### src/rtl/core_ibex_dii_sequencer_if.sv
// Handshake bundle between the DII driver/core and the DII sequencer.
// The slave modport is the sequencer side; the master modport is the driver/core side.
interface core_ibex_dii_sequencer_if;
    logic        push_valid_i;
    logic [31:0] push_instr_i;
    logic        push_ready_o;
    logic        instr_valid_o;
    logic [31:0] instr_rdata_dii_o;
    logic        instr_ack_i;
    logic        rvfi_valid_i;

    modport slave (
        input  push_valid_i, push_instr_i, instr_ack_i, rvfi_valid_i,
        output push_ready_o, instr_valid_o, instr_rdata_dii_o
    );

    modport master (
        output push_valid_i, push_instr_i, instr_ack_i, rvfi_valid_i,
        input  push_ready_o, instr_valid_o, instr_rdata_dii_o
    );
endinterface

### src/rtl/core_ibex_dii_sequencer.sv
// DII sequencer: buffers driver-pushed instruction words and injects them one at a time,
// throttled by the number of injected-but-unretired instructions.
module core_ibex_dii_sequencer #(
    parameter int unsigned DEPTH        = 4,
    parameter int unsigned MAX_INFLIGHT = 8
) (
    input  logic                         clk,
    input  logic                         rst_n,
    input  logic                         enable_i,
    input  logic                         flush_i,
    core_ibex_dii_sequencer_if.slave     dii,
    output logic [7:0]                   inflight_o,
    output logic [$clog2(DEPTH):0]       fifo_count_o,
    output logic [31:0]                  injected_cnt_o,
    output logic [31:0]                  retired_cnt_o,
    output logic                         idle_o,
    output logic                         retire_err_o
);

    localparam int unsigned  PtrW   = $clog2(DEPTH);
    localparam logic [PtrW:0] DepthC = (PtrW+1)'(DEPTH);
    localparam logic [7:0]   MaxC   = 8'(MAX_INFLIGHT);
    localparam logic [31:0]  Nop    = 32'h0000_0013;

    typedef enum logic [1:0] {IDLE, RUN, DRAIN} state_e;

    state_e          state_q, state_d;
    logic [31:0]     mem_q [DEPTH];
    logic [PtrW-1:0] rd_ptr_q, wr_ptr_q;
    logic [PtrW:0]   count_q, count_d;
    logic [7:0]      inflight_q, inflight_d;
    logic [31:0]     injected_q, retired_q;
    logic            err_q;

    logic head_valid, push_fire, pop_fire, retire_dec;

    // Presentation depends only on registered state so the core sees a clean, glitch-free word.
    assign head_valid = (state_q == RUN) && (count_q != '0) && (inflight_q < MaxC);
    assign push_fire  = dii.push_valid_i && dii.push_ready_o;
    assign pop_fire   = dii.instr_ack_i && head_valid && !flush_i;
    assign retire_dec = dii.rvfi_valid_i && !pop_fire && (inflight_q != '0);

    assign dii.push_ready_o      = (count_q < DepthC) && !flush_i;
    assign dii.instr_valid_o     = head_valid;
    assign dii.instr_rdata_dii_o = head_valid ? mem_q[rd_ptr_q] : Nop;

    assign inflight_o     = inflight_q;
    assign fifo_count_o   = count_q;
    assign injected_cnt_o = injected_q;
    assign retired_cnt_o  = retired_q;
    assign retire_err_o   = err_q;
    assign idle_o         = (state_q == IDLE) && (count_q == '0) && (inflight_q == '0);

    always_comb begin
        state_d    = state_q;
        count_d    = count_q;
        inflight_d = inflight_q;
        if (flush_i) begin
            state_d    = enable_i ? RUN : IDLE;
            count_d    = '0;
            inflight_d = '0;
        end else begin
            unique case (state_q)
                IDLE:    if (enable_i) state_d = RUN;
                RUN:     if (!enable_i) state_d = (inflight_q == '0) ? IDLE : DRAIN;
                DRAIN: begin
                    if (enable_i)                 state_d = RUN;
                    else if (inflight_q == '0)    state_d = IDLE;
                end
                default: state_d = IDLE;
            endcase
            if (push_fire && !pop_fire)      count_d = count_q + 1'b1;
            else if (pop_fire && !push_fire) count_d = count_q - 1'b1;
            // A simultaneous ack and retire leaves the in-flight count where it was.
            if (pop_fire && !dii.rvfi_valid_i) inflight_d = inflight_q + 1'b1;
            else if (retire_dec)               inflight_d = inflight_q - 1'b1;
        end
    end

    always_ff @(posedge clk or negedge rst_n) begin
        if (!rst_n) begin
            state_q    <= IDLE;
            rd_ptr_q   <= '0;
            wr_ptr_q   <= '0;
            count_q    <= '0;
            inflight_q <= '0;
            injected_q <= '0;
            retired_q  <= '0;
            err_q      <= 1'b0;
        end else begin
            state_q    <= state_d;
            count_q    <= count_d;
            inflight_q <= inflight_d;
            if (flush_i) begin
                rd_ptr_q <= '0;
                wr_ptr_q <= '0;
            end else begin
                if (push_fire) wr_ptr_q <= wr_ptr_q + 1'b1;
                if (pop_fire)  rd_ptr_q <= rd_ptr_q + 1'b1;
            end
            if (pop_fire)          injected_q <= injected_q + 1'b1;
            if (dii.rvfi_valid_i)  retired_q  <= retired_q + 1'b1;
            if (dii.rvfi_valid_i && (inflight_q == '0)) err_q <= 1'b1;
        end
    end

    // Storage needs no reset; only entries between the pointers are ever presented.
    always_ff @(posedge clk) begin
        if (push_fire) mem_q[wr_ptr_q] <= dii.push_instr_i;
    end

endmodule

### src/flat_wrapper.sv
// flat-port wrapper written by rule: the top's interface ports become plain ports
module core_ibex_dii_sequencer_flat 
#(
    parameter int unsigned DEPTH        = 4,
    parameter int unsigned MAX_INFLIGHT = 8
)
  (clk, rst_n, enable_i, flush_i, inflight_o, fifo_count_o, injected_cnt_o, retired_cnt_o, idle_o, retire_err_o, dii_push_valid_i, dii_push_instr_i, dii_instr_ack_i, dii_rvfi_valid_i, dii_push_ready_o, dii_instr_valid_o, dii_instr_rdata_dii_o);
  core_ibex_dii_sequencer_if dii_i ();
  input  logic clk;
  input  logic rst_n;
  input  logic enable_i;
  input  logic flush_i;
  output logic [7:0] inflight_o;
  output logic [$clog2(DEPTH):0] fifo_count_o;
  output logic [31:0] injected_cnt_o;
  output logic [31:0] retired_cnt_o;
  output logic idle_o;
  output logic retire_err_o;
  input wire logic [$bits(dii_i.push_valid_i)-1:0] dii_push_valid_i;
  input wire logic [$bits(dii_i.push_instr_i)-1:0] dii_push_instr_i;
  input wire logic [$bits(dii_i.instr_ack_i)-1:0] dii_instr_ack_i;
  input wire logic [$bits(dii_i.rvfi_valid_i)-1:0] dii_rvfi_valid_i;
  output wire logic [$bits(dii_i.push_ready_o)-1:0] dii_push_ready_o;
  output wire logic [$bits(dii_i.instr_valid_o)-1:0] dii_instr_valid_o;
  output wire logic [$bits(dii_i.instr_rdata_dii_o)-1:0] dii_instr_rdata_dii_o;
  assign dii_i.push_valid_i = dii_push_valid_i;
  assign dii_i.push_instr_i = dii_push_instr_i;
  assign dii_i.instr_ack_i = dii_instr_ack_i;
  assign dii_i.rvfi_valid_i = dii_rvfi_valid_i;
  assign dii_push_ready_o = dii_i.push_ready_o;
  assign dii_instr_valid_o = dii_i.instr_valid_o;
  assign dii_instr_rdata_dii_o = dii_i.instr_rdata_dii_o;
  core_ibex_dii_sequencer #(.DEPTH(DEPTH), .MAX_INFLIGHT(MAX_INFLIGHT)) u_core (.clk(clk), .rst_n(rst_n), .enable_i(enable_i), .flush_i(flush_i), .dii(dii_i), .inflight_o(inflight_o), .fifo_count_o(fifo_count_o), .injected_cnt_o(injected_cnt_o), .retired_cnt_o(retired_cnt_o), .idle_o(idle_o), .retire_err_o(retire_err_o));
endmodule
### config.mk
export PLATFORM = sky130hd
export DESIGN_NAME = core_ibex_dii_sequencer_flat
export DESIGN_NICKNAME = d
export VERILOG_FILES = /design/src/rtl/core_ibex_dii_sequencer_if.sv /design/src/rtl/core_ibex_dii_sequencer.sv /design/src/flat_wrapper.sv
export SDC_FILE = /design/constraint.sdc
export NUM_CORES = 1
export LEC_CHECK = 0
export BUFFER_PORTS_ARGS = -buffer_cell sky130_fd_sc_hd__buf_2
export CORE_ASPECT_RATIO = 1.1
export CORE_MARGIN = 4
export CORE_UTILIZATION = 60
export CTS_CLUSTER_SIZE = 40
export DETAILED_ROUTE_END_ITERATION = 8
export PLACE_DENSITY = 0.84
export SLEW_MARGIN = 20
export SYNTH_ARGS = -nofsm -noshare
export SYNTH_HDL_FRONTEND = slang
export SYNTH_SLANG_ARGS = --single-unit
### constraint.sdc
create_clock -name clk -period 9.2 [get_ports clk]
set_input_delay 1.84 -clock clk [delete_from_list [all_inputs] [get_ports clk]]
set_output_delay 1.84 -clock clk [all_outputs]
set_load 0.02 [all_outputs]
# Word level (Yosys, flattened, before mapping)
# Memories as Yosys holds them, arrays and structs flattened.
# Cells that the tools add are included.
dict set report word_totals {
  mem_bits_rw 128
  ff_bits 82
  out_inout_bits 111
  word_cells 73
  mem_count 1
}
dict set report op_classes {
  reduce_logical 28
  eq_ne 5
  n_mux 21
  addsub 8
  n_lt_le_gt_ge 2
}
# memory depth width rd rd_ports_with_merged_regs wr line_no
set mem_list {}
lappend mem_list {u_core.mem_q 4 32 1 0 1 core_ibex_dii_sequencer.sv:28} ;# logic [31:0] mem_q [DEPTH];
# operator count
set ops {}
lappend ops {{$add A32 B1 Y32 const B} 2}
lappend ops {{$mux W32} 1}
lappend ops {{$mux W8} 3}
lappend ops {{$mux W2} 10}
lappend ops {{$logic_and A1 B1 Y1} 14}
lappend ops {{$mux W3} 3}
lappend ops {{$reduce_bool A3 Y1} 3}
lappend ops {{$add A8 B1 Y8 const B} 1}
lappend ops {{$logic_not A8 Y1} 1}
lappend ops {{$lt A8 B4 Y1 const B} 1}
lappend ops {{$reduce_bool A8 Y1} 1}
lappend ops {{$sub A8 B1 Y8 const B} 1}
lappend ops {{$ne A3 B3 Y1 const B} 2}
lappend ops {{$pmux W2 S3} 1}
lappend ops {{$add A2 B1 Y2 const B} 2}
lappend ops {{$logic_not A1 Y1} 4}
lappend ops {{$ne A4 B3 Y1 const B} 1}
lappend ops {{$reduce_bool A2 Y1} 2}
lappend ops {{$add A3 B1 Y3 const B} 1}
lappend ops {{$logic_not A3 Y1} 1}
lappend ops {{$lt A3 B3 Y1 const B} 1}
lappend ops {{$mux W1} 3}
lappend ops {{$reduce_and A3 Y1} 1}
lappend ops {{$sub A3 B1 Y3 const B} 1}
lappend ops {{other kinds (3)} 3}

# Logic depth before layout (Yosys ltp)
# Gate-level depths: netlist of run 1.
dict set report logic_depth {
  depth_word 11
  mapped_depth 12
}

# Worst setup path before layout of run 1
# OpenSTA, ideal clock, no wires.
dict set report synth_timing {
  path_type {input to output}
  start {input port flush_i}
  end {output port dii_push_ready_o}
  n_path_buf 1
  setup_slack_ps 4936
  cell_stages 2
  t_arrival_ps 2424
  required_time_ps 7360
  path_cell_list {clkbuf_1 nor2_1}
}
dict set report synth_between {
  elab_chain_len 2
}
# element line_no
set synth_lines {}
lappend synth_lines {{start, declared} flat_wrapper.sv:12} ;# input logic flush_i;
lappend synth_lines {{$logic_not A1 Y1} core_ibex_dii_sequencer.sv:43} ;# assign dii.push_ready_o = (count_q < DepthC) && !flush_i;
lappend synth_lines {{$logic_and A1 B1 Y1} core_ibex_dii_sequencer.sv:43}
lappend synth_lines {{end, declared} flat_wrapper.sv:23} ;# output wire logic [$bits(dii_i.push_ready_o)-1:0] dii_push_ready_o;
# Every way passes these cells.

# Worst setup path after layout of run 1
dict set report layout_timing {
  start {register u_core.inflight_q[6] (netlist: u_core.inflight_o[6])}
  end {output port dii_instr_rdata_dii_o[4]}
}
dict set report layout_between {
  elab_chain_len 3
}
# element line_no
set layout_lines {}
lappend layout_lines {{start, declared} core_ibex_dii_sequencer.sv:31} ;# logic [7:0] inflight_q, inflight_d;
lappend layout_lines {{start signal, assigned} core_ibex_dii_sequencer.sv:93} ;# inflight_q <= inflight_d;
lappend layout_lines {{$lt A8 B4 Y1} core_ibex_dii_sequencer.sv:38} ;# assign head_valid = (state_q == RUN) && (count_q != '0) && (inflight_q < MaxC);
lappend layout_lines {{$logic_and A1 B1 Y1} core_ibex_dii_sequencer.sv:38}
lappend layout_lines {{$mux W32} core_ibex_dii_sequencer.sv:45} ;# assign dii.instr_rdata_dii_o = head_valid ? mem_q[rd_ptr_q] : Nop;
lappend layout_lines {{end, declared} flat_wrapper.sv:25} ;# output wire logic [$bits(dii_i.instr_rdata_dii_o)-1:0] dii_instr_rdata_dii_o;
# Every way passes these cells.

==> summary.md, run 1 <==
| Metric | Value |
|---|---|
| Placed insts | `914` |
| Routability cong. | `a little over 0.8` |
| Met1 Usage GRT | `between 20% and 30%` |
| Layout cells sized above 1 | `about 30%` |
| Post-synthesis instance total | `591` |
| Nets | `798` |
| Number of global-route vias before repair | `5,729` |
| Part of the Yosys area used for sequential elements | `65.9%` |
| Largest net degree at the start of global routing | `83` |
| Sink Count | `210` |
| IO buf count | `149` |
| Initial core utilization | `about three fifths` |
| CTS Buffer Depth | `3` |
| Antenna Nets Post-Route | `0` |
| M2 GR Usage | `37.5%` |
| Wire length per cell | `19.1 um` |
| Slew Viols, Final | `0` |
| Gr busiest metal | `met2` |
| H-tree Lvls | `1` |
| Hold Path Depth | `1` |
| Final Setup Violations | `0` |
| Async set-reset flop share out of synthesis | `between 30% and 40%` |
| DRC viols | `0` |
| R2R Path Start | `u_core.inflight_o[6]` |
| Max Cap Viol | `0` |
| WL final | `18.2 mm` |
| Setup_tns | `0 ps` |
| Avg Inst Size Synth | `15.1 um2` |
| CTS tree | `yes` |
| DP Area | `9870 um2` |
| CP startpoint kind | `register` |
| Leak | `4.34 nW` |
| Root Driver | `clkbuf_16` |
| Area Growth Syn to Fin | `17.7%` |
| First-pass GRT wire length | `30.2 mm` |
| Post-CTS Setup Bufs | `0` |
| Status | `completed` |
| Fin area | `10,500 um2` |
| Cell Area, Synth | `8940 um2` |
| Pre-CTS WS | `4420 ps` |
| Core area | `between 10,000 and 15,000 um2` |
| Hold Path Class | `register to register` |
| Seq cells post-synth | `210` |
| Yosys cell types | `50` |
| Post-Syn Nets | `roughly 640` |
| Die H | `136 um` |
| PnR worst setup slack | `4640 ps` |
| Achievable Freq | `roughly 0.22 GHz` |
| All-Layer GR Usage | `22.1%` |
| Via count | `around 5,500` |
| Via density per instance | `5.77` |
| Hold buffer count at cts | `0` |
| RSZ-0062 raised after global routing | `false` |
| Number of inserted diodes | `0` |
| Grt ovf | `0` |
| Post-synth top flop | `edfxtp_1` |
| VDD IR max | `0.198 mV` |
| R2r endpoint | `u_core.inflight_o[7]` |
| End-of-flow core utilization | `between 70% and 80%` |
| Hold Fails Final Rpt | `0` |
| Row cnt | `46` |
| CP Capture Type | `output port` |
| Worst slew margin | `31.7%` |
| Yosys warns | `0` |
| TritonCTS Buffers | `21` |
| Critical path arrival | `2720 ps` |
| Initial DRC count | `388` |
| R2r setup slk | `5610 ps` |
| CP required | `7360 ps` |
| Hold endpoint | `u_core.retire_err_o` |
| DR pass1 iterations | `5` |
| DIE AREA | `16,900 um2` |
| Crit-path max FO | `36` |
| PostCTS Resize Cnt | `0` |
| Setup CP Type | `register to output port` |
| Die width | `approximately 120 um` |
| Final non-filler cell total | `around 950` |
| I/O pin count | `150` |
| Post-synth EDFFs | `128` |
| Reg2reg path depth | `10` |
| Final HPWL DP | `11.7 mm` |
| Power Density | `238 nW/um2` |
| Worst Skew | `5.78 ps` |
| Minimum clock period | `around 4600 ps` |
| Initial antenna violation count | `1` |
| Slew at the pin closest to its max-slew limit | `1020 ps` |
| Hold_sp | `u_core.retire_err_o` |
| Met3 Use GR | `5.54%` |
| Worst-path clk slew | `~60 ps` |
| Worst-Skew Late Latency | `480 ps` |
| Tcrit/Tclk final | `around half` |
worst max path at each step:
stage,start,endpoint,slack (ps),cells after the start
6_report,u_core.inflight_o[6],dii_instr_rdata_dii_o[4],4640,4
5_1_grt,u_core.inflight_o[6],dii_instr_rdata_dii_o[4],4500,4
2_1_floorplan,flush_i,dii_push_ready_o,4940,2
3_5_place_dp,dii_instr_ack_i,u_core.inflight_o[7],4420,11
4_1_cts,u_core.inflight_o[6],dii_instr_rdata_dii_o[4],4600,4
3_3_place_gp,dii_instr_ack_i,u_core.inflight_o[7],4560,11
cells in the mapped netlist (2+ instances only):
master	n	area [um2]
edfxtp_1	128	3840
dfrtp_1	82	2050
xnor2_1	51	447
nand3_1	37	185
mux4_2	32	721
nor2b_1	32	200
nand2_1	28	105
xor2_1	18	158
and3_1	16	100
inv_1	15	56.3
nand4_1	15	93.8
clkbuf_1	14	52.6
ha_1	12	150
nor2_1	12	45.0
nor3_1	12	60.1
a21oi_1	8	40.0
and2_1	8	50.1
o21ai_0	8	40.0
and4_1	7	61.3
nor4_1	6	37.5
buf_2	4	20.0
or3_1	4	25.0
a21o_1	3	22.5
a31oi_1	3	18.8
mux2_2	3	33.8
or2_2	3	18.8
fa_1	2	40.0
nor3_2	2	20.0
nor4_4	2	42.5
o21a_1	2	15.0
o311a_1	2	20.0
o31ai_1	2	15.0
where the power goes:
group	internal, mW	switching (mW)	leakage, nW	total (mW)
clock	0.482	0.329	0.318	0.811
combinational	0.217	0.330	1.75	0.547
sequential	1.07	0.0691	2.27	1.14
state kept, by name, summed over array words and instances (netlist names):
signal,count
u_core.state_q,2
u_core.wr_ptr_q,2
u_core.injected_cnt_o,32
u_core.retire_err_o,1
u_core.inflight_o,8
u_core.mem_q,128
u_core.fifo_count_o,3
u_core.rd_ptr_q,2
u_core.retired_cnt_o,32
kinds of logic after synthesis:
logic type                 after synthesis  share of synthesized area, %
DFF                                    210                          65.9
and+or+nand+nor                        193                          12.7
xor gates and xnor gates                69                          6.76
AOI/OAI and AO/OA                       35                          2.52
buffers and inverters                   35                          1.57
muxes                                   35                          8.44
adders and majority gates               14                          2.13
per-stage QoR:
step	hold WS (ps)	power, mW
2_1_floorplan	500	1.53
3_3_place_gp	437	1.69
3_5_place_dp	453	1.70
4_1_cts	466	2.52
5_1_grt	498	2.63
6_report	462	2.50
cells in the final DEF, fill, tap and decap left out, drive strengths merged, types with 16 or more instances in the layout:
| cell | instances |
|---|---|
| and3 | 16 |
| buf | 151 |
| clkbuf | 27 |
| dfrtp | 82 |
| edfxtp | 128 |
| mux4 | 32 |
| nand2 | 29 |
| nand3 | 37 |
| nand4 | 16 |
| nor2b | 32 |
| xnor2 | 51 |
| xor2 | 18 |
layout make-up:
class / instances / area, um2
repair buffers: 151 / 767
well taps: 192 / 240
clock inverters: 10 / 95.1
clock buffers: 27 / 558
fillers: 967 / 3980
flip-flops and latches: 210 / 5900
inverters: 15 / 56.3
multi-input cells: 346 / 2910
worst max-delay path, stage by stage (launching register included):
cell and delay (ps):
dfrtp_1 450, nor4_4 420, nand4_4 630, or2_2 540, buf_2 170
metal layers:
metal  vias up  share of wire, %
met3        30               7.0
met2       176                50
li1       2531                 -
met5         -             0.071
met1      2747                41
met4         2               1.5
(Power assumes the default switching activity.)
==> run 2, diff against run 1 <==
--- a/config.mk
+++ b/config.mk
@@ -5,13 +5,14 @@
 export SDC_FILE = /design/constraint.sdc
 export NUM_CORES = 1
 export LEC_CHECK = 0
+export ABC_AREA = 1
 export BUFFER_PORTS_ARGS = -buffer_cell sky130_fd_sc_hd__buf_2
 export CORE_ASPECT_RATIO = 1.1
 export CORE_MARGIN = 4
-export CORE_UTILIZATION = 60
+export CORE_UTILIZATION = 52
 export CTS_CLUSTER_SIZE = 40
 export DETAILED_ROUTE_END_ITERATION = 8
-export PLACE_DENSITY = 0.84
+export PLACE_DENSITY = 0.77
 export SLEW_MARGIN = 20
 export SYNTH_ARGS = -nofsm -noshare
 export SYNTH_HDL_FRONTEND = slang
==> constraint.sdc (replaced) <==
create_clock -name clk -period 3.78 [get_ports clk]
set_input_delay 0.756 -clock clk [delete_from_list [all_inputs] [get_ports clk]]
set_output_delay 0.756 -clock clk [all_outputs]
set_load 0.02 [all_outputs]
==> summary.md, run 2 <==
| Metric | Value |
|---|---|
| RSZ-0062 raised after global routing | `false` |
| Commonest non-fill, non-tap cell in the layout | `nand2_1` |
| Layout cells sized above 1 | `18.7% (-11 points)` |
| Min Hold Slack | `291 ps (-171 ps)` |
| Yosys top cell by area | `edfxtp_1` |
| Routability cong. | `0.915 (+11%)` |
| R2r setup slk | `1330 ps (-4280 ps)` |
| Largest stage delay on the critical path | `360 ps (-270 ps)` |
| Crit-path max FO | `33 (-8.3%)` |
| Largest net degree at the start of global routing | `66 (-20%)` |
| Via density per instance | `5.29 (-8.4%)` |
| Filler cell count | `1,610 (+66%)` |
| Hold Path Class | `input port to async pin` |
| Top cells by area, synth | `edfxtp_1, dfrtp_1, nand2_1` |
| Initial DRC count | `383 (-1.3%)` |
| Number of inserted diodes | `0 (unchanged)` |
| Initial core utilization | `52.7% (-9.0 points)` |
| R2r endpoint | `u_core.inflight_o[4]` |
| CTS tree | `yes` |
| WL final | `22.9 mm (+26%)` |
| Via count | `7,754 (+41%)` |
| VDD IR max | `0.491 mV (+150%)` |
| Die H | `154 um (+13%)` |
| Final Setup Violations | `0 (unchanged)` |
| Reg area | `5900 um2 (unchanged)` |
| Minimum clock period | `3030 ps` |
| Root Driver | `clkbuf_16` |
| Cells along the critical path | `buf_4 > inv_1 > buf_4 > o21ai_0 > o22ai_1 > nand2_1 > inv_1 > buf_2` |
| Tcrit/Tclk final | `80.2%` |
| Final HPWL DP | `15.2 mm (+30%)` |
| Placed insts | `1,429 (+56%)` |
| Max Cap Viol | `0 (unchanged)` |
| Pre-CTS WS | `998 ps (-3430 ps)` |
| Cell Area, Synth | `10,000 um2 (+12%)` |
| Number of global-route vias before repair | `7,470 (+30%)` |
| CP Capture Type | `output port` |
| Crit path from | `u_core.rd_ptr_q[1]` |
| Top post-synthesis cells by count | `nand2_1, nor2_1, edfxtp_1` |
| Nets | `1,259 (+58%)` |
| Worst-Skew Late Latency | `500 ps (+20 ps)` |
| Area Growth Syn to Fin | `17.0%` |
| H-tree Lvls | `1 (unchanged)` |
| Worst-path clk slew | `60 ps (about the same)` |
| Final non-filler cell total | `1,467 (+54%)` |
| Die width | `140 um (+13%)` |
| Seq cells post-synth | `210 (unchanged)` |
| Cell with the most instances after synthesis | `nand2_1` |
| Hold Fails Final Rpt | `0 (unchanged)` |
| Initial antenna violation count | `2 (+1)` |
| PnR worst setup slack | `747 ps (-3900 ps)` |
| Largest Register | `u_core.mem_q` |
| Post-synth top flop | `edfxtp_1` |
| Status | `completed` |
| Setup CP Type | `register to output port` |
| R2R Path Start | `u_core.inflight_o[6]` |
| TritonCTS Buffers | `22 (+4.8%)` |
| Leak | `5.29 nW (+22%)` |
| Post-Syn Nets | `1,104 (+71%)` |
| Post-synth EDFFs | `128 (unchanged)` |
| Max FFs per register | `128 (unchanged)` |
| Slew Viols, Final | `0 (unchanged)` |
| Fin area | `11,700 um2 (+11%)` |
| Worst path slowest cell | `dfrtp_1` |
| Antenna Nets Post-Route | `0 (unchanged)` |
| Reg2reg path depth | `12 (+2)` |
| Part of the Yosys area used for sequential elements | `58.8% (-7.1 points)` |
| First-pass GRT wire length | `37.4 mm (+24%)` |
| Grt ovf | `0 (unchanged)` |
| Yosys cell types | `43 (-14%)` |
| Wire length per cell | `15.6 um (-19%)` |
| Critical path arrival | `2280 ps (-440 ps)` |
| Sink Count | `210 (unchanged)` |
| DR pass1 iterations | `6 (+1)` |
| Async set-reset flop share out of synthesis | `39.0% (unchanged)` |
| I/O pin count | `150 (unchanged)` |
| CTS Buffer Depth | `3 (unchanged)` |
| Achievable Freq | `0.330 GHz` |
| Multi-input combinational cell area | `3580 um2 (+23%)` |
| Worst slew margin | `56.0% (+24 points)` |
| Core area | `19,000 um2 (+31%)` |
| All-Layer GR Usage | `21.0% (-1.2 points)` |
| CP required | `3020 ps (-4340 ps)` |
| Hold buffer count at cts | `0 (unchanged)` |
| Post-synthesis instance total | `1,051 (+78%)` |
| Post-CTS Setup Bufs | `0 (unchanged)` |
| Row cnt | `53 (+15%)` |
| CP startpoint kind | `register` |
| Slew at the pin closest to its max-slew limit | `660 ps (-356 ps)` |
| Worst Skew | `12.9 ps (+7.15 ps)` |
| Yosys top cell area share | `38.3% (-4.6 points)` |
| Yosys warns | `0 (unchanged)` |
| Setup_tns | `0 ps (unchanged)` |
| DRC viols | `0 (unchanged)` |
| PostCTS Resize Cnt | `0 (unchanged)` |
| DIE AREA | `21,600 um2 (+27%)` |
| IO buf count | `149 (unchanged)` |
| Power Density | `536 nW/um2 (+130%)` |
| DP Area | `11,100 um2 (+12%)` |
| Avg Inst Size Synth | `9.54 um2 (-37%)` |
| Most frequent cells in the layout | `nand2_1, buf_2, edfxtp_1, nor2_1, inv_1` |
==> run 2: through the flow <==
stage          power (mW)  util, %
6_report             6.28     61.7
2_1_floorplan        3.82        -
3_5_place_dp         4.29     58.1
3_3_place_gp         4.24     58.1
5_1_grt              6.64     61.7
4_1_cts              6.34     61.7
==> run 2: layout make-up <==
cell class,count,area share [%]
Sequential cell,210,50.2
Multi-Input combinational cell,697,30.5
Timing Repair Buffer,161,7.14
Clock buffer,31,5.33
Inverter,114,3.67
Tap cell,247,2.63
Clock inverter,7,0.490
==> run 2: logic make-up (layout without fill, tap and decap cells) <==
logic type | count (synthesis) | after routing | synth area share (%)
XOR/XNOR | 51 | 51 | 4.45
AND/OR/NAND/NOR | 500 | 500 | 21.8
flip-flops | 210 | 210 | 58.8
adder cells (fa/ha/maj) | 14 | 14 | 1.90
AO/OA/AOI/OAI | 132 | 132 | 7.30
buffers and inverters | 144 | 313 | 5.73
==> run 2: critical path, delay by kind of cell, from the launching register on <==
kind | cells | cell delay [ps]
compound gates | 2 | 390
buf+inv | 5 | 950
flops | 1 | 360
simple gates | 1 | 70
==> run 2: report_power, final <==
group | switching (mW) | internal [mW]
combinational | 0.965 | 0.460
clock | 0.833 | 1.21
sequential | 0.177 | 2.64
==> run 2: layer usage <==
| metal | wire (um) | vias to the layer above | global-route usage, % | part of all wire (%) |
|---|---|---|---|---|
| li1 | - | 3781 | - | - |
| met1 | 9870 | 3705 | 28.2 | 43 |
| met2 | 10900 | 230 | 34.9 | 48 |
| met3 | 1750 | 34 | 4.82 | 7.6 |
| met4 | 320 | 4 | 4.98 | 1.4 |
| met5 | 21 | - | 0 | 0.092 |
==> run 2: how the worst max path moves through the flow <==
stage | slack, ps | cells after the start | end
after floorplan | 670 | 3 | u_core.mem_q[0][0]
after global placement | 1080 | 11 | u_core.inflight_o[4]
final | 750 | 8 | dii_instr_rdata_dii_o[24]
after detailed placement | 1000 | 11 | u_core.inflight_o[4]
after CTS | 720 | 8 | dii_instr_rdata_dii_o[24]
after global routing | 600 | 8 | dii_instr_rdata_dii_o[24]
